===== config.mk =====
export PLATFORM = sky130hd
export DESIGN_NAME = score_ram_arbiter
export DESIGN_NICKNAME = d
export VERILOG_FILES = /design/src/rtl/score_ram_arbiter.sv
export SDC_FILE = /design/constraint.sdc
export NUM_CORES = 1
export LEC_CHECK = 0
export CAP_MARGIN = 20
export CORE_MARGIN = 10
export CORE_UTILIZATION = 43
export DETAILED_ROUTE_END_ITERATION = 16
export GPL_ROUTABILITY_DRIVEN = 0
export PLACE_DENSITY_LB_ADDON = 0.1
export SYNTH_ARGS = -nofsm -noshare
export SYNTH_HDL_FRONTEND = slang
export SYNTH_SLANG_ARGS = --single-unit

===== constraint.sdc =====
create_clock -name clk -period 2.39 [get_ports clk]
set_clock_uncertainty 0.2 [all_clocks]
set_input_delay 0.239 -clock clk [delete_from_list [all_inputs] [get_ports clk]]
set_output_delay 0.239 -clock clk [all_outputs]
set_load 0.03 [all_outputs]

===== src/rtl/score_ram_arbiter.sv =====
// Two-port round-robin arbiter in front of a 32x14 score RAM with a
// post-reset clear sweep; port 0 reads/writes, port 1 is read-only.
module score_ram_arbiter #(
  parameter int unsigned RD_LAT = 2
) (
  input  logic        clk,
  input  logic        rst,
  input  logic        req0,
  input  logic        we0,
  input  logic [4:0]  addr0,
  input  logic [13:0] wdata0,
  input  logic        req1,
  input  logic [4:0]  addr1,
  output logic        gnt0,
  output logic        gnt1,
  output logic        done0,
  output logic        done1,
  output logic [13:0] rdata,
  output logic [4:0]  ram_addr,
  output logic [13:0] ram_wdata,
  output logic        ram_we,
  input  logic [13:0] ram_q,
  output logic        init_busy
);

  typedef enum logic [2:0] {
    S_INIT,
    S_IDLE,
    S_ACCESS,
    S_WAIT,
    S_DONE
  } state_t;

  state_t      r_state;
  logic [4:0]  r_cnt;
  logic [1:0]  r_wait;
  logic        r_port;
  logic        r_wr;
  logic        r_last;
  logic        r_gnt0, r_gnt1, r_done0, r_done1;
  logic [13:0] r_rdata;
  logic [4:0]  r_ram_addr;
  logic [13:0] r_ram_wdata;
  logic        r_ram_we;
  logic        r_init_busy;
  logic        w_pick1;

  // r_last = 1 means port 1 was served last, so port 0 wins a tie
  assign w_pick1 = req1 && (!req0 || !r_last);

  always_ff @(posedge clk) begin
    if (!rst) begin
      r_state     <= S_INIT;
      r_cnt       <= '0;
      r_wait      <= '0;
      r_port      <= 1'b0;
      r_wr        <= 1'b0;
      r_last      <= 1'b1;
      r_gnt0      <= 1'b0;
      r_gnt1      <= 1'b0;
      r_done0     <= 1'b0;
      r_done1     <= 1'b0;
      r_rdata     <= '0;
      r_ram_addr  <= '0;
      r_ram_wdata <= '0;
      r_ram_we    <= 1'b0;
      r_init_busy <= 1'b1;
    end else begin
      r_gnt0   <= 1'b0;
      r_gnt1   <= 1'b0;
      r_done0  <= 1'b0;
      r_done1  <= 1'b0;
      r_ram_we <= 1'b0;
      case (r_state)
        S_INIT: begin
          // counter has wrapped after presenting address 31
          if (r_ram_we && (r_cnt == '0)) begin
            r_init_busy <= 1'b0;
            r_state     <= S_IDLE;
          end else begin
            r_ram_we    <= 1'b1;
            r_ram_wdata <= '0;
            r_ram_addr  <= r_cnt;
            r_cnt       <= r_cnt + 5'd1;
          end
        end
        S_IDLE: begin
          if (req0 || req1) begin
            r_state <= S_ACCESS;
            r_port  <= w_pick1;
            r_last  <= w_pick1;
            if (w_pick1) begin
              r_gnt1     <= 1'b1;
              r_ram_addr <= addr1;
              r_wr       <= 1'b0;
            end else begin
              r_gnt0     <= 1'b1;
              r_ram_addr <= addr0;
              r_wr       <= we0;
              r_ram_we   <= we0;
              if (we0) r_ram_wdata <= wdata0;
            end
          end
        end
        S_ACCESS: begin
          if (r_wr) begin
            r_state <= S_DONE;
            r_done0 <= 1'b1;
          end else begin
            r_state <= S_WAIT;
            r_wait  <= '0;
          end
        end
        S_WAIT: begin
          if (r_wait == 2'(RD_LAT - 1)) begin
            r_rdata <= ram_q;
            r_state <= S_DONE;
            r_done0 <= !r_port;
            r_done1 <= r_port;
          end else begin
            r_wait <= r_wait + 2'd1;
          end
        end
        S_DONE:  r_state <= S_IDLE;
        default: r_state <= S_INIT;
      endcase
    end
  end

  assign gnt0      = r_gnt0;
  assign gnt1      = r_gnt1;
  assign done0     = r_done0;
  assign done1     = r_done1;
  assign rdata     = r_rdata;
  assign ram_addr  = r_ram_addr;
  assign ram_wdata = r_ram_wdata;
  assign ram_we    = r_ram_we;
  assign init_busy = r_init_busy;

endmodule

==> results.md, run 1 <==
- Most common cell in the netlist: dfxtp_1
- Worst-Margin Slew: 0.543 ns
- Crit path time final: 2.03 ns
- CP top delay family: compound AO/OA/AOI/OAI gates
- Part of the power in registers: 0.438
- Vias in the first global route: 1825
- Placeable core area: 4720 sq um
- Final hold vios: 0
- Crit path largest cell delay: 0.40 ns
- Hold path startpoint: rdata[10]
- Worst path slowest cell: a31oi_4
- Post-CTS sizing: 0
- Clk network pwr share: 0.211
- 1st-iter DRT viols: 64
- Drc violations: 0
- Die X: 89.9 um
- CP Cell Sequence: inv_1 > ha_1 > nand4bb_4 > or3_4 > a31oi_4 > a22o_2
- F_max: 492 MHz
- # diodes: 0
- Commonest cells post-synth: dfxtp_1, nand2_1, a21oi_1, nor2_1, a22o_2
- Worst EP arrival: 2.08 ns
- Global-route wire length before repair: 9.24 mm
- FF+latch count, synth: 52
- Initial antenna violation count: 0
- Hold Buf Count CTS: 0
- Placed cell area: 2980 sq um
- Tcrit/Tclk final: 0.851
- Internal power: 1600 uW
- Die height: 89.9 um
- R2R setup slack: 0.36 ns
- Number of CTS-inserted buffers: 5
- Slew HR: 0.637
- CP Launch Type: flop
- Via count: 1840
- Register-to-Register Path Depth: 6
- CP Max Fanout: 14
- Met1 GRT Util: 0.179
- Syn_area_per_cell: 9.47 sq um
- Grt ovf: 0
- Met2 usage: 0.215
- Power per Cell Area: 792 nW/um^2
- Root Buffer: clkbuf_8
- Wire per inst: 14.8 um
- Comb pwr share: 0.351
- Postcts setup bufs: 0
- Area share of the largest cell type after synthesis: 0.495
- Kind of critical path: flop to flop
- Insertion delay to the later sink of the worst-skew pair: 0.30 ns
- Distinct cell type count after synthesis: 42
- CP startpoint: r_cnt[0]
- Psw: 829 uW
- Final nets: 349
- I/O pins: 82
- GRT Util Overall: 0.136
- Busiest grt layer: met2
- CP endpoint kind: flop
- Async SR Flop Fraction: 0
- CP endpoint: ram_wdata[10]
- Sinks on Clock Net: 52
- Status: finished, final reports clean
- Initial Utilization: 0.445
- Critical R2R Capture: ram_wdata[10]
- Most used DFF post-synth: dfxtp_1
- Layout cells sized above 1: 0.105
- Routed Antenna Nets: 0
- PortBufs: 81
- Die area: 8080 sq um
- Syn nets: 268
- TritonCTS clock tree: built
- Setup TNS Final: 0 ns
- Site Rows: 25
- Reg-to-Reg Start: r_cnt[0]
- Setup Viol. Count Final: 0
- H-tree depth: 2
- Critical Path RT: 2.44 ns
- Final WL: 5.50 mm
- Post-synthesis sequential area ratio: 0.495
- Hold Crit Class: flop to flop
- Bufs and invs on worst path: 1
- Final instance area: 3070 sq um
- HPWL after DPL: 4.26 mm
- Switching Fraction: 0.341
- EDFF count, synth: 0
- Unrepaired setup endpoints after global routing: false
- Area contributors post-synth: dfxtp_1, nand2_1, a21oi_1
- Number of max-cap violations: 0
- WP depth: 6
- Cell Area, Synth: 2100 sq um
- Area Overhead vs Synth: 46.1%
- CTS clk-pin slew, worst paths: 0.09 ns
- Yosys warning total: 0
- Drt pass-1 iters: 4
- Clock Path Buffers: 2
- Worst VDD drop: 594 uV
- Largest net degree at the start of global routing: 17
- Leakage: 0.00110 uW
- Slew Viols, Final: 0
- Finished Core Util: 0.650
- M3 GR Usage: 0.0333
- Synth area leader: dfxtp_1
- Vias per cell: 4.96
- Synth Instances: 222
==> metal layers <==
metal	routed length, um	up-vias
met5	0	-
met2	2480	59
met4	53	0
met1	2700	841
li1	-	935
met3	264	5
==> sequential cells by signal (all words and copies together), names as in the netlist, 2 cells and up <==
name and count:
rdata 14, ram_wdata 14, r_cnt 5, r_wait 2, ram_addr 5, r_state 3
==> worst min-delay path by stage <==
stage                               to  slack, ns  cells past startpoint
after global placement       init_busy       0.24                      1
after detailed placement     init_busy       0.24                      1
after CTS                     rdata[7]       0.26                      2
after global routing          rdata[4]       0.27                      3
final                        rdata[10]       0.26                      2
after floorplan           ram_wdata[0]       0.17                      1
==> logic make-up after synthesis <==
logic type      count (synthesis)  share of synthesized area
simple gates                   80                      0.194
buf+inv                        18                     0.0399
compound gates                 58                      0.203
fa+ha+maj                       3                     0.0179
mux                             7                     0.0333
flops                          52                      0.495
xor+xnor                        4                     0.0167
==> metrics by stage <==
stage	power (uW)	setup slack [ns]	cells	hold WS [ns]
2_1_floorplan	1640	0.578	222	0.172
3_3_place_gp	1930	0.291	363	0.241
3_5_place_dp	1940	0.268	363	0.241
4_1_cts	2450	0.336	371	0.261
5_1_grt	2580	0.247	371	0.265
6_report	2430	0.357	371	0.257
==> power groups by stage <==
stage | clock (uW) | sequential [uW] | combinational, uW
6_report | 512 | 1070 | 853
4_1_cts | 528 | 1060 | 861
3_3_place_gp | 0 | 1080 | 851
2_1_floorplan | 0 | 1180 | 467
3_5_place_dp | 0 | 1080 | 857
5_1_grt | 571 | 1080 | 927
==> tightest hold or removal path: stages, from the launching register on <==
cell	delay (ns)
dfxtp_1	0.32
nand2_1	0.05
a21oi_1	0.05
==> layout make-up <==
class,count,area (sq um)
flip-flops and latches,52,1040
fillers,405,1650
clock buffers,7,86.3
multi-input cells,152,977
clock inverters,1,7.51
well taps,67,83.8
repair buffers,87,856
inverters,5,18.8
==> placed cells by master (no fill, tap or decap), drive strengths merged, types with 2 or more instances in the layout <==
cell type,instances
o21a,2
xor2,3
nand2b,2
a31oi,2
nand4,2
nand2,37
a21oi,21
clkdlybuf4s50,81
and4,2
nor3,5
dfxtp,52
nor2,20
nor3b,2
ha,3
mux2i,7
a22oi,4
o21ai,4
and3,4
buf,6
clkbuf,7
a22o,19
inv,5
nor2b,2
Note: power is estimated with default switching activity, not from simulation.
==> run 2: changes to the inputs <==
- CORE_MARGIN: 10 -> 4
==> results.md, run 2 (synthesized netlist as in run 1, its figures left out) <==
- Drc violations: 0 (unchanged)
- CP startpoint: r_cnt[0] (unchanged)
- Finished Core Util: 0.647 (was 0.650)
- F_max: 497 MHz (was 492 MHz)
- Final nets: 347 (was 349)
- Unrepaired setup endpoints after global routing: false (unchanged)
- PortBufs: 81 (unchanged)
- CTS clk-pin slew, worst paths: 0.09 ns (about the same)
- Site Rows: 25 (unchanged)
- Layout cells sized above 1: 0.0993 (was 0.105)
- Critical Path RT: 2.43 ns (was 2.44 ns)
- Hold Buf Count CTS: 0 (unchanged)
- Tcrit/Tclk final: 0.842 (was 0.851)
- Post-CTS sizing: 0 (unchanged)
- Drt pass-1 iters: 4 (unchanged)
- Area Overhead vs Synth: 45.4% (was 46.1%)
- Reg-to-Reg Start: r_cnt[0] (unchanged)
- Routed Antenna Nets: 0 (unchanged)
- Global-route wire length before repair: 8.68 mm (was 9.24 mm)
- Worst path slowest cell: a31oi_4 (unchanged)
- CP Max Fanout: 14 (unchanged)
- I/O pins: 82 (unchanged)
- Die height: 77.9 um (was 89.9 um)
- Status: finished, final reports clean (unchanged)
- Dpl cells: 361 (was 363)
- Worst EP arrival: 2.06 ns (was 2.08 ns)
- Slew Viols, Final: 0 (unchanged)
- Non-filler instance count after layout: 369 (was 371)
- Bufs and invs on worst path: 1 (unchanged)
- Grt ovf: 0 (unchanged)
- Commonest non-fill, non-tap cells in the layout: clkdlybuf4s50_1, dfxtp_1, nand2_1 (unchanged)
- Sinks on Clock Net: 52 (unchanged)
- Setup Viol. Count Final: 0 (unchanged)
- H-tree depth: 2 (unchanged)
- HPWL after DPL: 3.80 mm (was 4.26 mm)
- Slew HR: 0.624 (was 0.637)
- Insertion delay to the later sink of the worst-skew pair: 0.30 ns (about the same)
- Wire per inst: 14.0 um (was 14.8 um)
- Clock Path Buffers: 2 (unchanged)
- Vias in the first global route: 1785 (was 1825)
- Hold path startpoint: rdata[2] (was rdata[10])
- Final hold vios: 0 (unchanged)
- Filler cell count in the final layout: 431 (was 405)
- Number of max-cap violations: 0 (unchanged)
- Most common cell after layout, fill and taps aside: clkdlybuf4s50_1 (unchanged)
- Setup TNS Final: 0 ns (unchanged)
- CP endpoint kind: flop (unchanged)
- Root Buffer: clkbuf_8 (unchanged)
- Initial antenna violation count: 0 (unchanged)
- Die X: 77.9 um (was 89.9 um)
- Via count: 1797 (was 1840)
- Placeable core area: 4720 sq um (unchanged)
- Final instance area: 3060 sq um (was 3070 sq um)
- Largest net degree at the start of global routing: 23 (was 17)
- Final WL: 5.16 mm (was 5.50 mm)
- CP Cell Sequence: inv_1 > ha_1 > nand4bb_4 > or3_4 > a31oi_4 > a22o_2 (unchanged)
- GRT Util Overall: 0.178 (was 0.136)
- CP Launch Type: flop (unchanged)
- Placed cell area: 2960 sq um (was 2980 sq um)
- Die area: 6070 sq um (was 8080 sq um)
- Crit path time final: 2.01 ns (was 2.03 ns)
- Worst-Margin Slew: 0.563 ns (was 0.543 ns)
- 1st-iter DRT viols: 66 (was 64)
- Power per Cell Area: 793 nW/um^2 (was 792 nW/um^2)
- Worst VDD drop: 606 uV (was 594 uV)
- Initial Utilization: 0.445 (unchanged)
- Hold Crit Class: flop to flop (unchanged)
- Kind of critical path: flop to flop (unchanged)
- Vias per cell: 4.87 (was 4.96)
- # diodes: 0 (unchanged)
- Crit path largest cell delay: 0.39 ns (was 0.40 ns)
- Leakage: 0.00109 uW (was 0.00110 uW)
- CP top delay family: compound AO/OA/AOI/OAI gates (unchanged)
- TritonCTS clock tree: built (unchanged)
- Postcts setup bufs: 0 (unchanged)
- Number of CTS-inserted buffers: 5 (unchanged)
[run 2: cell count changes in the layout (fill, tap and decap cells not counted), sizes merged]
cell,previous run,this run
buf,6,4
[run 2: area by class of cell]
cell class,count,area [sq um],area share
Clock buffer,7,86.3,0.0283
Clock inverter,1,7.51,0.00246
Inverter,5,18.8,0.00614
Multi-Input combinational cell,152,977,0.320
Sequential cell,52,1040,0.341
Tap cell,67,83.8,0.0274
Timing Repair Buffer,85,841,0.275
[run 2: metrics by stage]
step | hold WS (ns) | total power, uW | setup slack, ns
global placement | 0.239 | 1920 | 0.292
finish | 0.257 | 2420 | 0.378
floorplan | 0.172 | 1640 | 0.578
global route | 0.268 | 2580 | 0.255
detailed placement | 0.242 | 1930 | 0.239
CTS | 0.259 | 2450 | 0.361
[run 2: report_power, final]
part | switching, uW | total, uW | internal, uW
Sequential | 107 | 1080 | 968
Clock | 273 | 509 | 236
Combinational | 448 | 838 | 391
Total | 828 | 2420 | 1590
[run 2: final timing paths]
path / depth (start not counted) / to / slack (ns)
min: 2 / rdata[2] / 0.26
max reg2reg: 6 / ram_wdata[4] / 0.38
min reg2reg: 2 / rdata[2] / 0.26
max: 6 / ram_wdata[4] / 0.38
[run 2: routing by layer]
| layer | routed length [um] | global-route usage | vias up |
|---|---|---|---|
| met3 | 289 | 0.0534 | 5 |
| met4 | 59 | 0.0472 | 0 |
| met5 | 0 | 0 | - |
| li1 | - | - | 930 |
| met2 | 2340 | 0.289 | 44 |
| met1 | 2470 | 0.230 | 818 |
[run 2: worst reg2reg max path, cell delays in order, from the launching register on]
cell and delay, ns:
dfxtp_1 0.36, inv_1 0.10, ha_1 0.19, nand4bb_4 0.14
or3_4 0.37, a31oi_4 0.39, a22o_2 0.22
